File: config.mk
export PLATFORM = sky130hd
export DESIGN_NAME = bus_master_port
export DESIGN_NICKNAME = d
export VERILOG_FILES = /design/src/rtl/bus_master_port_pkg.sv /design/src/rtl/bus_master_port_serial_shifter.sv /design/src/rtl/bus_master_port.sv
export SDC_FILE = /design/constraint.sdc
export NUM_CORES = 1
export LEC_CHECK = 0
export ABC_AREA = 1
export BUFFER_PORTS_ARGS = -buffer_cell sky130_fd_sc_hd__buf_4
export CAP_MARGIN = 10
export CORE_MARGIN = 8
export CORE_UTILIZATION = 35
export CTS_BUF_LIST = sky130_fd_sc_hd__clkbuf_4
export DETAILED_ROUTE_END_ITERATION = 10
export SYNTH_ARGS = -nofsm -noshare
export SYNTH_HDL_FRONTEND = slang
export SYNTH_SLANG_ARGS = --single-unit
File: constraint.sdc
create_clock -name clk -period 2.4 [get_ports clk]
set_input_delay 0.12 -clock clk [delete_from_list [all_inputs] [get_ports clk]]
set_output_delay 0.12 -clock clk [all_outputs]
set_load 0.05 [all_outputs]
File: src/rtl/bus_master_port_pkg.sv
// Shared definitions for the serial bus master port: FSM encoding, mode
// constants and the "port owns the bus" state decode.
package bus_master_port_pkg;

    typedef enum logic [2:0] {
        IDLE,
        REQ,
        ADDR,
        ACK,
        WDATA,
        RDATA,
        DONE
    } state_e;

    localparam logic MODE_READ  = 1'b0;
    localparam logic MODE_WRITE = 1'b1;

    // mbreq is held for the whole span from arbitration to the last data bit.
    function automatic logic holds_bus(input state_e s);
        return (s == REQ) || (s == ADDR) || (s == ACK) || (s == WDATA) || (s == RDATA);
    endfunction

endpackage

File: src/rtl/bus_master_port_serial_shifter.sv
// LSB-first shift register: parallel load with serial out, or serial in with
// parallel out. Bits enter at the MSB and leave from bit 0.
module serial_shifter #(
    parameter int WIDTH = 8
) (
    input  logic             clk,
    input  logic             rstn,
    input  logic             load,
    input  logic [WIDTH-1:0] load_data,
    input  logic             shift_en,
    input  logic             ser_in,
    output logic             ser_out,
    output logic [WIDTH-1:0] par_out
);

    logic [WIDTH-1:0] shift_q;
    logic [WIDTH-1:0] shift_d;

    always_comb begin
        // NOTE: the hold value is assigned first so no path leaves shift_d unassigned (no latch).
        shift_d = shift_q;
        if (load) begin
            shift_d = load_data;
        end else if (shift_en) begin
            shift_d = {ser_in, shift_q[WIDTH-1:1]};
        end
    end

    // NOTE: the data register is reset too, so the serial lines never show stale bits after rstn.
    always_ff @(posedge clk) begin
        if (!rstn) begin
            shift_q <= '0;
        end else begin
            shift_q <= shift_d;
        end
    end

    assign ser_out = shift_q[0];
    assign par_out = shift_q;

endmodule

File: src/rtl/bus_master_port.sv
// Device-side request port that arbitrates for a serial bus, shifts out the
// address, waits for the slave's ack, then shifts write data out or read data in.
module bus_master_port
    import bus_master_port_pkg::*;
#(
    parameter int ADDR_WIDTH  = 16,
    parameter int DATA_WIDTH  = 8,
    parameter int ACK_TIMEOUT = 16
) (
    input  logic                  clk,
    input  logic                  rstn,
    input  logic                  dvalid,
    input  logic [ADDR_WIDTH-1:0] daddr,
    input  logic [DATA_WIDTH-1:0] dwdata,
    input  logic                  dmode,
    output logic                  dready,
    output logic [DATA_WIDTH-1:0] drdata,
    output logic                  derror,
    output logic                  mbreq,
    input  logic                  mbgrant,
    output logic                  m_mode,
    output logic                  m_addr,
    output logic                  m_addr_valid,
    output logic                  m_wdata,
    output logic                  m_wdata_valid,
    input  logic                  m_rdata,
    input  logic                  m_rdata_valid,
    input  logic                  m_ack
);

    localparam int AC_W = $clog2(ADDR_WIDTH);
    localparam int DC_W = $clog2(DATA_WIDTH);
    localparam int TC_W = $clog2(ACK_TIMEOUT);
    localparam logic [AC_W-1:0] ADDR_LAST = AC_W'(ADDR_WIDTH - 1);
    localparam logic [DC_W-1:0] DATA_LAST = DC_W'(DATA_WIDTH - 1);
    localparam logic [TC_W-1:0] ACK_LAST  = TC_W'(ACK_TIMEOUT - 1);

    state_e                state_q, state_d;
    logic [AC_W-1:0]       addr_cnt_q, addr_cnt_d;
    logic [DC_W-1:0]       data_cnt_q, data_cnt_d;
    logic [TC_W-1:0]       ack_cnt_q, ack_cnt_d;
    logic                  mode_q, mode_d;
    logic                  derror_q, derror_d;
    logic [DATA_WIDTH-1:0] drdata_q, drdata_d;
    logic                  dready_q, dready_d;
    logic                  mbreq_q, mbreq_d;
    logic                  addr_vld_q, addr_vld_d;
    logic                  wdata_vld_q, wdata_vld_d;

    logic                  addr_load, addr_shift, data_load, data_shift;
    logic [ADDR_WIDTH-1:0] addr_par_unused;
    logic [DATA_WIDTH-1:0] data_par;
    logic                  data_ser_unused;

    serial_shifter #(.WIDTH(ADDR_WIDTH)) u_addr_shifter (
        .clk       (clk),
        .rstn      (rstn),
        .load      (addr_load),
        .load_data (daddr),
        .shift_en  (addr_shift),
        .ser_in    (1'b0),
        .ser_out   (m_addr),
        .par_out   (addr_par_unused)
    );

    serial_shifter #(.WIDTH(DATA_WIDTH)) u_data_shifter (
        .clk       (clk),
        .rstn      (rstn),
        .load      (data_load),
        .load_data (dwdata),
        .shift_en  (data_shift),
        .ser_in    (m_rdata),
        .ser_out   (data_ser_unused),
        .par_out   (data_par)
    );

    always_comb begin
        state_d    = state_q;
        addr_cnt_d = addr_cnt_q;
        data_cnt_d = data_cnt_q;
        ack_cnt_d  = ack_cnt_q;
        mode_d     = mode_q;
        derror_d   = derror_q;
        drdata_d   = drdata_q;
        addr_load  = 1'b0;
        addr_shift = 1'b0;
        data_load  = 1'b0;
        data_shift = 1'b0;

        unique case (state_q)
            IDLE: begin
                if (dvalid) begin
                    addr_load = 1'b1;
                    data_load = 1'b1;
                    mode_d    = dmode;
                    derror_d  = 1'b0;
                    state_d   = REQ;
                end
            end
            REQ: begin
                if (mbgrant) begin
                    addr_cnt_d = '0;
                    state_d    = ADDR;
                end
            end
            ADDR: begin
                if (!mbgrant) begin
                    derror_d = 1'b1;
                    state_d  = DONE;
                end else begin
                    addr_shift = 1'b1;
                    if (addr_cnt_q == ADDR_LAST) begin
                        ack_cnt_d = '0;
                        state_d   = ACK;
                    end else begin
                        addr_cnt_d = addr_cnt_q + AC_W'(1);
                    end
                end
            end
            ACK: begin
                // Grant loss wins over a simultaneous ack: the bus is no longer ours.
                if (!mbgrant) begin
                    derror_d = 1'b1;
                    state_d  = DONE;
                end else if (m_ack) begin
                    data_cnt_d = '0;
                    state_d    = (mode_q == MODE_WRITE) ? WDATA : RDATA;
                end else if (ack_cnt_q == ACK_LAST) begin
                    derror_d = 1'b1;
                    state_d  = DONE;
                end else begin
                    ack_cnt_d = ack_cnt_q + TC_W'(1);
                end
            end
            WDATA: begin
                if (!mbgrant) begin
                    derror_d = 1'b1;
                    state_d  = DONE;
                end else begin
                    data_shift = 1'b1;
                    if (data_cnt_q == DATA_LAST) begin
                        state_d = DONE;
                    end else begin
                        data_cnt_d = data_cnt_q + DC_W'(1);
                    end
                end
            end
            RDATA: begin
                if (!mbgrant) begin
                    derror_d = 1'b1;
                    state_d  = DONE;
                end else if (m_rdata_valid) begin
                    data_shift = 1'b1;
                    if (data_cnt_q == DATA_LAST) begin
                        drdata_d = {m_rdata, data_par[DATA_WIDTH-1:1]};
                        state_d  = DONE;
                    end else begin
                        data_cnt_d = data_cnt_q + DC_W'(1);
                    end
                end
            end
            DONE:    state_d = IDLE;
            default: state_d = IDLE;
        endcase

        // Bus-facing strobes are registered from the next state.
        dready_d    = (state_d == IDLE);
        mbreq_d     = holds_bus(state_d);
        addr_vld_d  = (state_d == ADDR);
        wdata_vld_d = (state_d == WDATA);
    end

    // NOTE: sequential state uses non-blocking assignments so every flop samples pre-edge values.
    always_ff @(posedge clk) begin
        if (!rstn) begin
            state_q     <= IDLE;
            addr_cnt_q  <= '0;
            data_cnt_q  <= '0;
            ack_cnt_q   <= '0;
            mode_q      <= 1'b0;
            derror_q    <= 1'b0;
            drdata_q    <= '0;
            dready_q    <= 1'b1;
            mbreq_q     <= 1'b0;
            addr_vld_q  <= 1'b0;
            wdata_vld_q <= 1'b0;
        end else begin
            state_q     <= state_d;
            addr_cnt_q  <= addr_cnt_d;
            data_cnt_q  <= data_cnt_d;
            ack_cnt_q   <= ack_cnt_d;
            mode_q      <= mode_d;
            derror_q    <= derror_d;
            drdata_q    <= drdata_d;
            dready_q    <= dready_d;
            mbreq_q     <= mbreq_d;
            addr_vld_q  <= addr_vld_d;
            wdata_vld_q <= wdata_vld_d;
        end
    end

    assign dready        = dready_q;
    assign drdata        = drdata_q;
    assign derror        = derror_q;
    assign mbreq         = mbreq_q;
    assign m_mode        = mode_q;
    assign m_addr_valid  = addr_vld_q;
    assign m_wdata_valid = wdata_vld_q;
    assign m_wdata       = data_par[0];

endmodule

# [After elaboration in Yosys (flattened, before gate mapping)]
# Cells that the tools add are included.
[word_totals] in_bits=32 regBits=52 elab_cells=110 mem_count=0 mem_bits_ro=0 latchBits=0 out_inout_bits=16 ramBits=0
[op_classes] n_eq_ne=28 addsub=3 shift=0 magnitude_cmp=0 n_reduce_logical=19 bitwise_logic=0 multipliers=0 mux=47 div_mod_pow=0
[op_table] op="$mux 3" n=17
[op_table] op="$mux 16" n=2
[op_table] op="$mux 4" n=8
[op_table] op="$ne 2x2->1 const B" n=13
[op_table] op="$pmux 3 s6" n=1
[op_table] op="$mux 8" n=2
[op_table] op="$pmux 4 s2" n=2
[op_table] op="$eq 3x3->1 const B" n=5
[op_table] op="$eq 3x2->1 const B" n=4
[op_table] op="$mux 1" n=12
[op_table] op="$reduce_and 6->1" n=2
[op_table] op="$pmux 3 s3" n=1
[op_table] op="$add 4x1->4 const B" n=2
[op_table] op="$eq 4x4->1 const B" n=2
[op_table] op="$reduce_and 4->1" n=2
[op_table] op="$reduce_bool 2->1" n=4
[op_table] op="$eq 3x1->1 const B" n=2
[op_table] op="$logic_not 3->1" n=2
[op_table] op="$ne 3x3->1 const B" n=2
[op_table] op="$reduce_bool 3->1" n=2
[op_table] op="$reduce_and 5->1" n=1
[op_table] op="$logic_or 1x1->1" n=4
[op_table] op="$add 3x1->3 const B" n=1
[op_table] op="$pmux 1 s3" n=1
[op_table] op="other kinds (3)" n=3

# [Logic depth before layout (Yosys ltp)]
# Gate-level depths: netlist of the first run.
[logic_depth] depth_word=10 depth_mapped=11 ltp_nobuf=11

# [Modules after synthesis]
# A second synthesis of the first run with hierarchy kept.
[unflattened] cells_unflattened=404 hier_area_um2=2735.1
[modules_own_cells] module="bus_master_port" area_each_um2=1420.1 seq_area_each_um2=560.5 instances=1 cells_per_inst=201
[modules_own_cells] module="serial_shifter (u_addr_shifter)" area_each_um2=888.4 seq_area_each_um2=320.3 instances=1 cells_per_inst=136
[modules_own_cells] module="serial_shifter (u_data_shifter)" area_each_um2=426.7 seq_area_each_um2=160.2 instances=1 cells_per_inst=67

# [Least setup slack after synthesis of the first run]
# Ideal clock, no wire load.
[synth_path] path_kind="register to register" from="reg data_cnt_q[0]" to="reg mbreq_q (netlist: mbreq)" stages_incl_launch_ff=11 setup_time_ns=0.113 period_less_slack_ns=1.396 required_ns=2.287 arrival_ns=1.283 path_buffers=0 setup_slack_ns=1.004 cell_sequence="dfxtp_1 > ha_1 > ha_1 > nand2_1 > nor2_1 > nor2_1 > nand2_1 > nor2_1 > nand3_1 > nand2_1 > nor2_1"
[synth_via] elab_chain_len=10 word_cells_on_any_way=15 cone_classes="eq/ne: 6; mux: 5; reduce/logical: 4"
[synth_lines] element="start: declaration" line_no="bus_master_port.sv:40" source="logic [DC_W-1:0] data_cnt_q, data_cnt_d;"
[synth_lines] element="start signal: assignment" line_no="bus_master_port.sv:190" source="data_cnt_q <= data_cnt_d;"
[synth_lines] element="$eq 3x3->1 (*)" line_no="bus_master_port.sv:141, bus_master_port.sv:154"
[synth_lines] element="$mux 3 (*)" line_no="bus_master_port.sv:141, bus_master_port.sv:154"
[synth_lines] element="$mux 3" line_no="bus_master_port.sv:152" source="end else if (m_rdata_valid) begin"
[synth_lines] element="$mux 3" line_no="bus_master_port.sv:149" source="if (!mbgrant) begin"
[synth_lines] element="$pmux 3 s6 (*)" line_no="bus_master_port.sv:90" source="unique case (state_q)"
[synth_lines] element="$eq 3x1->1 or $eq 3x2->1 (tied branches)" line_no="bus_master_port_pkg.sv:20" source="return (s == REQ) || (s == ADDR) || (s == ACK) || (s == WDATA) || (s == RDATA);"
[synth_lines] element="$logic_or 1x1->1 (3 in a row)" line_no="bus_master_port_pkg.sv:20"
[synth_lines] element="$logic_or 1x1->1 (*)" line_no="bus_master_port_pkg.sv:20"
[synth_lines] element="end signal: assignment" line_no="bus_master_port.sv:196" source="mbreq_q <= mbreq_d;"
[synth_lines] element="end: declaration" line_no="bus_master_port.sv:46" source="logic mbreq_q, mbreq_d;"
# Mark *: on every way between the ends. The rest lies on a longest branch, timed or not.
# A chain may end at the register's enable or synchronous reset.

# [Worst setup path in the final report of the first run]
[layout_path] from="reg state_q[2]" to="reg mbreq_q (netlist: mbreq)"
[layout_via] elab_chain_len=9 word_cells_on_any_way=27 cone_classes="eq/ne: 10; mux: 12; reduce/logical: 5"
[layout_lines] element="start: declaration" line_no="bus_master_port.sv:38" source="state_e state_q, state_d;"
[layout_lines] element="start signal: assignment" line_no="bus_master_port.sv:188" source="state_q <= state_d;"
[layout_lines] element="$mux 3 (on tied branches)" line_no="bus_master_port.sv:141, bus_master_port.sv:154, bus_master_port.sv:128"
[layout_lines] element="$mux 3 (on tied branches)" line_no="bus_master_port.sv:152, bus_master_port.sv:125"
[layout_lines] element="$mux 3 (on tied branches)" line_no="bus_master_port.sv:149, bus_master_port.sv:122"
[layout_lines] element="$pmux 3 s6 (*)" line_no="bus_master_port.sv:90"
[layout_lines] element="$eq 3x1->1 or $eq 3x2->1 (tied branches)" line_no="bus_master_port_pkg.sv:20"
[layout_lines] element="$logic_or 1x1->1 (3 in a row)" line_no="bus_master_port_pkg.sv:20"
[layout_lines] element="$logic_or 1x1->1 (*)" line_no="bus_master_port_pkg.sv:20"
# Marked as above.

==> results.toml, run 1 <==
[worst_setup_path]
cp_peak_stage_delay_ns = 0.53
critical_path.most_common_cell = "sky130_fd_sc_hd__nand2_1"
crit_required_ns = 2.67
cp.arrival_ns = 2.11
critPathLaunchType = "flip-flop"
cpLargestDelayFamily = "simple AND/OR/NAND/NOR gates"
cp_max_fo = 13
rr_endpoint = "mbreq$_SDFF_PN0_"
reg2reg_depth = 9
reg2reg_setup_slack_ns = 0.56
cp.buffers_inverters = 0
crit_slowest_cell = "sky130_fd_sc_hd__dfxtp_1"
worst-setup-path-type = "flip-flop to flip-flop"
reg_to_reg_critical_path_startpoint = "state_q[2]$_SDFF_PN0_"
source_of_the_critical_timing_path = "state_q[2]$_SDFF_PN0_"
critical_path_endpoint_category = "flip-flop"
cp_cell_sequence = "nor2_2 > nand2_1 > nand2_1 > nor2_1 > nand2_1 > nor2_1 > nand3_1 > nand2_1 > nor2_1"

[die]
floorplan.initialDensity = 0.3609
io-pin-count = 48
floorplan.die.width_um = 99.47
core_region_area_um2 = 6756
height_of_the_chip_um = 99.47
die-area_um2 = 9894
num_rows = 30

[route]
routed_wirelength_um = 5858
drt.antenna.violating_nets = 0
drt-vias-per-instance = 4.833
drt-initial-drc-count = 103
routed-via-count = 2286
post_drt_wl_per_cell_um = 12.38
drt_drc = 0
drtPass1Iterations = 4

[hold_path]
worst_hold_startpoint = "dwdata[1]"
holdPathEnd = "u_data_shifter.par_out[1]$_SDFFE_PN0P_"
min-delay-path-class = "primary input to flip-flop"
hold_depth = 3

[grt]
grt_first_pass_wirelength_um = 10010
grtUsageTotal = 0.1211
final_global_route_overflow_total = 0
grt_pass1_vias = 2203
maximum_number_of_pins_on_one_net_before_global_route_repair = 29
grt_antenna_before_repair = 0

[power]
power_density_over_the_cells_nw_per_um2 = 708.9
power.total_w = 0.002080
leakage_nw = 1.321
ir_drop_mv = 0.3379

[yosys]
count_of_flip_flops_with_a_built_in_enable_after_synthesis = 0
synthDominantCellAreaShare = 0.4269
synth_most_common_cell = "sky130_fd_sc_hd__nand2_1"
yosysUniqueCellTypes = 31
syn-num-nets = 383
yosys.area.top_type = "sky130_fd_sc_hd__dfxtp_1"
post_synth_inst_count = 347
synth-async-reset-ratio = 0
commonest_cells_in_the_synthesized_netlist = "76 x sky130_fd_sc_hd__nand2_1, 68 x sky130_fd_sc_hd__nor2_1, 52 x sky130_fd_sc_hd__dfxtp_1"
synth_area_um2 = 2439
ys_dominant_reg_cell = "sky130_fd_sc_hd__dfxtp_1"
ys_top_cells_by_area = "sky130_fd_sc_hd__dfxtp_1 43%, sky130_fd_sc_hd__nand2_1 12%, sky130_fd_sc_hd__nor2_1 10%, sky130_fd_sc_hd__o21ai_0 6.0%, sky130_fd_sc_hd__a21oi_1 4.5%"
synth_area_per_cell_um2 = 7.028
number_of_warnings_reported_in_the_yosys_synthesis_log = 0
ys_ff_latch = 52
ys_seq_area_frac = 0.4269

[clock_network]
cts_max_level = 2
clkTransAtPathRegs_ns = 0.15
clock-root-buffer = "sky130_fd_sc_hd__clkbuf_4"
clk_sink_count = 52
insertion_delay_ns = 0.37
cts-buffers-inserted = 5
post_cts_resized = 0
ctsLongestPathBuffers = 2
tritoncts = "built"

[finish]
final_layout_size_suffix_gt1_frac = 0.1934
num_antenna_cells = 0
area_growth_syn_to_layout_pct = 20.32
num-nets-final = 428
final_area_um2 = 2934
fillers = 722
multi_input_area_um2 = 1210
register_area_um2 = 1041

[flow_run]
max-cap-violations = 0

[timing]
fmaxAchievable_mhz = 543.0
worstMarginPinSlew_ns = 0.4933
finalWorstPathRequiredPeriod_ns = 1.842
timing.final.max_slew_violations = 0
count_of_endpoints_failing_hold_in_the_final_timing_report = 0
fin_worst_skew_ns = 0.01493
setup_repair_after_global_routing_missed_its_margin = "false"
final.setup.tns_ns = 0
layout_worst_path_cycle_share = 0.7674
final_worst_setup_slack_ns = 0.5583
max_slew_margin = 0.6703
finalSetupViolCount = 0

[placement]
place_worst_setup_slack_ns = 0.5643
detailedPlacementHpwl_um = 4271
gp_congestion = 0.8517
placedInstanceArea_um2 = 2804
io_buffers = 47

[outcome]
outcome = "finished clean"
-- routing by layer --
layer,GRT usage,wire length (um),part of all wire
met4,0.02794,53,0.0090
met3,0.03212,251,0.043
met5,0,0,0
met1,0.1472,2730,0.47
met2,0.2071,2823,0.48
-- per-stage QoR --
| step | cells | hold WS [ns] | utilization |
|---|---|---|---|
| finish | 473 | 0.01745 | 0.4343 |
| global route | 473 | 0.0002827 | 0.4343 |
| CTS | 471 | 0.003641 | 0.4313 |
| detailed placement | 460 | 0.3984 | 0.4150 |
| global placement | 460 | 0.3913 | 0.4150 |
| floorplan | 347 | 0.2682 | - |
-- tightest hold or removal path: stages --
cell,delay (ns)
sky130_fd_sc_hd__buf_4,0.11
sky130_fd_sc_hd__nand2_1,0.06
sky130_fd_sc_hd__a31oi_1,0.08
-- where the power goes --
part | total, W | internal (W) | switching (W)
Sequential | 0.00102 | 0.000955 | 0.0000612
Combinational | 0.000559 | 0.000196 | 0.000363
Clock | 0.000505 | 0.000230 | 0.000275
Total | 0.00208 | 0.00138 | 0.000699
-- timing repair --
item                       4_1_cts  5_1_grt
hold endpoints to repair         3        2
hold buffers                     3        2
setup endpoints to repair        0        0
setup buffers                    0        0
-- layout make-up --
type | instances | share of cell area
clock buffers | 6 | 0.01535
multi-input cells | 257 | 0.4124
inverters | 22 | 0.02900
repair buffers | 54 | 0.1424
well taps | 80 | 0.03412
clock inverters | 2 | 0.01194
flip-flops and latches | 52 | 0.3548
-- layout by cell type, fill, tap and decap left out, drive strengths merged --
master       Yosys  layout
nand2           79      79
nor2            76      76
dfxtp           52      52
buf             11      49
o21ai           36      36
a21oi           22      22
inv             22      22
nand3           18      18
a31oi            7       7
clkbuf           5       6
dlygate4sd3      0       5
o211a            4       4
ha               4       4
nor3             3       3
and3             2       2
or2              2       2
o2111ai          1       1
o211ai           1       1
xor2             1       1
nor3b            1       1
clkinv           0       1
bufinv           0       1
-- how the worst max path moves through the flow --
stage	end	slack, ns	depth (start not counted)
after floorplan	mbreq$_SDFF_PN0_	1.00	10
after global placement	mbreq$_SDFF_PN0_	0.62	9
after detailed placement	mbreq$_SDFF_PN0_	0.56	9
after CTS	mbreq$_SDFF_PN0_	0.55	9
after global routing	u_addr_shifter.par_out[13]$_SDFFE_PN0P_	0.37	7
final	mbreq$_SDFF_PN0_	0.56	9
-- state kept, by name (all words and copies together), names as in the netlist --
signal	count
state_q	3
mbreq	1
m_wdata_valid	1
m_addr_valid	1
u_data_shifter.par_out	8
ack_cnt_q	4
data_cnt_q	3
dready	1
addr_cnt_q	4
drdata	8
u_addr_shifter.par_out	16
derror	1
m_mode	1
-- cell families (layout without fill, tap and decap cells) --
group	after synthesis	after routing	synth area share
AND/OR/NAND/NOR	181	181	0.3104
buffers and inverters	38	84	0.07696
XOR/XNOR	1	1	0.003592
adder cells (fa/ha/maj)	4	4	0.02052
flip-flops	52	52	0.4269
AO/OA/AOI/OAI	71	71	0.1616
Power figures use the tool's default switching activity.
==> run 2: changes to the inputs <==
==> constraint.sdc (replaced) <==
create_clock -name clk -period 1.8 [get_ports clk]
set_input_delay 0.09 -clock clk [delete_from_list [all_inputs] [get_ports clk]]
set_output_delay 0.09 -clock clk [all_outputs]
set_load 0.05 [all_outputs]
==> run 2 against run 1 <==
Effect of this change: count of clock-buffer cells in the layout decreased by 1; first-iteration DRC count up 2.9%; cell count is 4.0% higher; largest power group unchanged; highest routed layer unchanged.
==> results.toml, run 2 (synthesis results as in run 1) <==
[timing]
layout_worst_path_cycle_share = 0.8807
final.setup.tns_ns = 0
final_worst_setup_slack_ns = 0.2147
finalSetupViolCount = 0
finalWorstPathRequiredPeriod_ns = 1.585
timing.final.max_slew_violations = 0
fin_worst_skew_ns = 0.006708
max_slew_margin = 0.7222
setup_repair_after_global_routing_missed_its_margin = "false"
count_of_endpoints_failing_hold_in_the_final_timing_report = 0
fmaxAchievable_mhz = 630.8
worstMarginPinSlew_ns = 0.4160
whs_ns = 0.01322

[placement]
io_buffers = 47
placedInstanceArea_um2 = 2826
gp_congestion = 0.8698
detailedPlacementHpwl_um = 4233
place_worst_setup_slack_ns = 0.2281

[worst_setup_path]
cp_peak_stage_delay_ns = 0.38
crit_required_ns = 2.08
cp.arrival_ns = 1.87
rr_endpoint = "mbreq$_SDFF_PN0_"
cp_cell_sequence = "ha_1 > ha_1 > nand2_1 > nand2_1 > nor2_1 > nor2_1 > nand2_1 > nor2_1 > nand3_1 > nand2_1 > nor2_1"
worst-setup-path-type = "flip-flop to flip-flop"
critical_path_endpoint_category = "flip-flop"
reg2reg_setup_slack_ns = 0.21
reg2reg_depth = 11
critPathLaunchType = "flip-flop"
cp_max_fo = 4
crit_slowest_cell = "sky130_fd_sc_hd__dfxtp_1"
reg_to_reg_critical_path_startpoint = "data_cnt_q[0]$_SDFFE_PN0P_"

[hold_path]
min-delay-path-class = "primary input to flip-flop"
hold_depth = 3
holdPathEnd = "u_addr_shifter.par_out[0]$_SDFFE_PN0P_"
worst_hold_startpoint = "daddr[0]"

[die]
num_rows = 30
floorplan.die.width_um = 99.47
io-pin-count = 48
floorplan.initialDensity = 0.3609
height_of_the_chip_um = 99.47
die-area_um2 = 9894
core_region_area_um2 = 6756

[finish]
final_layout_size_suffix_gt1_frac = 0.1893
final_area_um2 = 3114
flip_flop_count_of_the_largest_register_all_copies_and_words_added = 16
fillers = 733
multi_input_area_um2 = 1212
layout.cells.most_common_list = "76 x sky130_fd_sc_hd__nand2_1, 67 x sky130_fd_sc_hd__nor2_1, 52 x sky130_fd_sc_hd__dfxtp_1, 52 x sky130_fd_sc_hd__buf_4, 29 x sky130_fd_sc_hd__o21ai_0"
layout_commonest_cell = "sky130_fd_sc_hd__nand2_1"
num_antenna_cells = 0
area_growth_syn_to_layout_pct = 27.71
register_area_um2 = 1041
num-nets-final = 447

[route]
met1Wirelength_um = 2744
dr.max_layer_used = "met4"
met2WireLength_um = 2866
drt-initial-drc-count = 106
routed_wirelength_um = 5903
post_drt_wl_per_cell_um = 12.00
drt_drc = 0
met3_length_um = 227
drt-vias-per-instance = 4.766
drt.antenna.violating_nets = 0
routed-via-count = 2345
drtPass1Iterations = 4

[clock_network]
clkTransAtPathRegs_ns = 0.15
tritoncts = "built"
ctsLongestPathBuffers = 2
insertion_delay_ns = 0.36
cts_max_level = 2
clk_sink_count = 52
clock-root-buffer = "sky130_fd_sc_hd__clkbuf_4"
cts-buffers-inserted = 5

[power]
pwr-share-seq = 0.482
internal_cell_power_w = 0.001854
sw_power_w = 0.0009334
netSwitchingFraction = 0.3349
power_density_over_the_cells_nw_per_um2 = 895.0
p_comb_frac = 0.286
leakage_nw = 1.398
p_clk_frac = 0.232
ir_drop_mv = 0.4331

[grt]
grtUsageTotal = 0.1273
final_global_route_overflow_total = 0
grt_pass1_vias = 2272
grt_first_pass_wirelength_um = 10400
grt_antenna_before_repair = 0
maximum_number_of_pins_on_one_net_before_global_route_repair = 29

[outcome]
outcome = "finished clean"

[flow_run]
max-cap-violations = 0
## run 2: cell types whose count changed in the layout (fill, tap and decap cells not counted), sizes merged
cell / delta
dlygate4sd3: +16
clkinv: +1
buf: +3
clkbuf: -1
## run 2: how the worst max path moves through the flow
stage	endpoint	startpoint	slack, ns
CTS	mbreq$_SDFF_PN0_	data_cnt_q[0]$_SDFFE_PN0P_	0.21
finish	mbreq$_SDFF_PN0_	data_cnt_q[0]$_SDFFE_PN0P_	0.21
global placement	mbreq$_SDFF_PN0_	data_cnt_q[0]$_SDFFE_PN0P_	0.22
detailed placement	mbreq$_SDFF_PN0_	data_cnt_q[0]$_SDFFE_PN0P_	0.23
global route	mbreq$_SDFF_PN0_	data_cnt_q[0]$_SDFFE_PN0P_	0.01
floorplan	mbreq$_SDFF_PN0_	data_cnt_q[0]$_SDFFE_PN0P_	0.40
## run 2: repair_timing
action | CTS | global route
resized for setup | 0 | 1
setup buffers | 0 | 0
hold buffers | 21 | 0
setup endpoints to repair | 0 | 1
hold endpoints to repair | 21 | 0
## run 2: layout make-up
cell class              instances  area share
clock buffers                   5     0.01205
clock inverters                 3     0.01205
inverters                      22     0.02732
multi-input cells             257      0.3893
flip-flops and latches         52      0.3343
well taps                      80     0.03214
repair buffers                 73      0.1928
## run 2: power by group through the flow
| stage | clock network (W) | logic (W) | registers [W] |
|---|---|---|---|
| final | 0.000648 | 0.000796 | 0.00134 |
| after global routing | 0.000720 | 0.000893 | 0.00136 |
| after CTS | 0.000671 | 0.000802 | 0.00134 |
| after detailed placement | 0 | 0.000763 | 0.00137 |
| after global placement | 0 | 0.000754 | 0.00137 |
| after floorplan | 0 | 0.000501 | 0.00145 |
## run 2: through the flow
step / utilization / cells / total power [W]
2_1_floorplan: - / 347 / 0.001951
3_3_place_gp: 0.4183 / 463 / 0.002123
3_5_place_dp: 0.4183 / 463 / 0.002132
4_1_cts: 0.4606 / 492 / 0.002816
5_1_grt: 0.4609 / 492 / 0.002975
6_report: 0.4609 / 492 / 0.002787
## run 2: worst max-delay path, delay by kind of cell, from the launching register on
family	cells	cell delay, ns
and+or+nand+nor	9	0.75
DFF	1	0.38
adders and majority gates	2	0.37
## run 2: metal layers
layer | global-route usage | vias to the layer above
li1 | - | 1254
met1 | 0.1543 | 1048
met2 | 0.2133 | 36
met3 | 0.03073 | 7
met4 | 0.04540 | 0
met5 | 0 | -
==> run 3: changes to the inputs <==
--- a/config.mk
+++ b/config.mk
@@ -10,7 +10,7 @@
 export CAP_MARGIN = 10
 export CORE_MARGIN = 8
 export CORE_UTILIZATION = 35
-export CTS_BUF_LIST = sky130_fd_sc_hd__clkbuf_4
+export CTS_BUF_LIST = sky130_fd_sc_hd__clkbuf_4 sky130_fd_sc_hd__clkbuf_8 sky130_fd_sc_hd__clkbuf_16
 export DETAILED_ROUTE_END_ITERATION = 10
 export SYNTH_ARGS = -nofsm -noshare
 export SYNTH_HDL_FRONTEND = slang
==> run 3 against run 2 <==
Effect of this change: via count decreased by 3.9%; non-clock buffer count down 21; utilization is 2.4 points lower; maximum frequency rose by 0.68%; count of clock-buffer cells in the layout increased by 2; largest power group unchanged; critical path type unchanged; routed wire length fell by 4.0%; register-to-register slack hardly changed.
==> results.toml, run 3 (synthesis results as in run 1) <==
[route]
routed-via-count = 2253
drt.antenna.violating_nets = 0
routed_wirelength_um = 5669
dr.max_layer_used = "met4"
drtPass1Iterations = 4
met1Wirelength_um = 2696
drt_drc = 0
drt-initial-drc-count = 104
met2WireLength_um = 2677
met3_length_um = 224
drt-vias-per-instance = 4.783
post_drt_wl_per_cell_um = 12.04

[timing]
setup_repair_after_global_routing_missed_its_margin = "false"
finalSetupViolCount = 0
count_of_endpoints_failing_hold_in_the_final_timing_report = 0
finalWorstPathRequiredPeriod_ns = 1.575
fmaxAchievable_mhz = 635.1
final_worst_setup_slack_ns = 0.2255
final.setup.tns_ns = 0
worstMarginPinSlew_ns = 0.4140
max_slew_margin = 0.7236
layout_worst_path_cycle_share = 0.8747
whs_ns = 0.04603
timing.final.max_slew_violations = 0
fin_worst_skew_ns = 0.006286

[finish]
final_area_um2 = 2953
num-nets-final = 426
fillers = 741
flip_flop_count_of_the_largest_register_all_copies_and_words_added = 16
final_layout_size_suffix_gt1_frac = 0.2020
area_growth_syn_to_layout_pct = 21.09
multi_input_area_um2 = 1210
layout_commonest_cell = "sky130_fd_sc_hd__nand2_1"
layout.cells.most_common_list = "76 x sky130_fd_sc_hd__nand2_1, 68 x sky130_fd_sc_hd__nor2_1, 52 x sky130_fd_sc_hd__dfxtp_1, 52 x sky130_fd_sc_hd__buf_4, 29 x sky130_fd_sc_hd__o21ai_0"
num_antenna_cells = 0
register_area_um2 = 1041

[clock_network]
cts.repair_timing.setup_buffer_count = 0
cts_max_level = 2
post_cts_hold_buffer_count = 0
ctsLongestPathBuffers = 2
cts-buffers-inserted = 5
clkTransAtPathRegs_ns = 0.09
post_cts_resized = 0
clock-root-buffer = "sky130_fd_sc_hd__clkbuf_8"
insertion_delay_ns = 0.30
tritoncts = "built"
clk_sink_count = 52

[die]
height_of_the_chip_um = 99.47
floorplan.initialDensity = 0.3609
floorplan.die.width_um = 99.47
die-area_um2 = 9894
core_region_area_um2 = 6756
num_rows = 30
io-pin-count = 48

[worst_setup_path]
worst-setup-path-type = "flip-flop to flip-flop"
critical_path_endpoint_category = "flip-flop"
cp.arrival_ns = 1.79
reg_to_reg_critical_path_startpoint = "data_cnt_q[0]$_SDFFE_PN0P_"
rr_endpoint = "mbreq$_SDFF_PN0_"
cp_max_fo = 4
critPathLaunchType = "flip-flop"
reg2reg_depth = 11
reg2reg_setup_slack_ns = 0.23
crit_required_ns = 2.01

[grt]
final_global_route_overflow_total = 0
grt_first_pass_wirelength_um = 10050
maximum_number_of_pins_on_one_net_before_global_route_repair = 29
grtUsageTotal = 0.1229
grt_antenna_before_repair = 0
grt_pass1_vias = 2210

[hold_path]
hold_depth = 3
min-delay-path-class = "primary input to flip-flop"
worst_hold_startpoint = "dmode"
holdPathEnd = "m_mode$_SDFFE_PN0P_"

[placement]
detailedPlacementHpwl_um = 4233
place_worst_setup_slack_ns = 0.2281
placedInstanceArea_um2 = 2826
io_buffers = 47
gp_congestion = 0.8698

[flow_run]
max-cap-violations = 0

[outcome]
outcome = "finished clean"

[power]
power_density_over_the_cells_nw_per_um2 = 1007
ir_drop_mv = 0.4301
leakage_nw = 1.334
[run 3: worst max-delay path by stage]
stage	startpoint	endpoint	depth (start not counted)
after global placement	data_cnt_q[0]$_SDFFE_PN0P_	mbreq$_SDFF_PN0_	11
after CTS	data_cnt_q[0]$_SDFFE_PN0P_	mbreq$_SDFF_PN0_	11
after detailed placement	data_cnt_q[0]$_SDFFE_PN0P_	mbreq$_SDFF_PN0_	11
after global routing	data_cnt_q[0]$_SDFFE_PN0P_	mbreq$_SDFF_PN0_	10
final	data_cnt_q[0]$_SDFFE_PN0P_	mbreq$_SDFF_PN0_	11
after floorplan	data_cnt_q[0]$_SDFFE_PN0P_	mbreq$_SDFF_PN0_	10
[run 3: critical path, stage by stage (launching register included)]
cell and delay [ns]:
sky130_fd_sc_hd__dfxtp_1 0.36, sky130_fd_sc_hd__ha_1 0.16, sky130_fd_sc_hd__ha_1 0.21, sky130_fd_sc_hd__nand2_1 0.09, sky130_fd_sc_hd__nand2_1 0.06, sky130_fd_sc_hd__nor2_1 0.05
sky130_fd_sc_hd__nor2_1 0.10, sky130_fd_sc_hd__nand2_1 0.07, sky130_fd_sc_hd__nor2_1 0.17, sky130_fd_sc_hd__nand3_1 0.09, sky130_fd_sc_hd__nand2_1 0.09, sky130_fd_sc_hd__nor2_1 0.04
[run 3: area by class of cell]
| class | count | area share |
|---|---|---|
| clock inverters | 1 | 0.01017 |
| multi-input cells | 257 | 0.4097 |
| clock buffers | 7 | 0.03263 |
| inverters | 22 | 0.02881 |
| well taps | 80 | 0.03390 |
| repair buffers | 52 | 0.1322 |
| flip-flops and latches | 52 | 0.3525 |
[run 3: through the flow]
stage,util,cells,power [W]
6_report,0.4370,471,0.002975
4_1_cts,0.4370,471,0.003011
3_5_place_dp,0.4183,463,0.002132
2_1_floorplan,-,347,0.001951
5_1_grt,0.4370,471,0.003166
3_3_place_gp,0.4183,463,0.002123
[run 3: routing by layer]
metal | track usage | vias up
met5 | 0 | -
met4 | 0.04191 | 0
met3 | 0.03352 | 7
met2 | 0.1999 | 34
met1 | 0.1523 | 1003
li1 | - | 1209
[run 3: power breakdown]
group	total (W)	switching (W)	internal, W
logic	0.000756	0.000490	0.000266
registers	0.00134	0.0000691	0.00127
clock network	0.000877	0.000386	0.000491
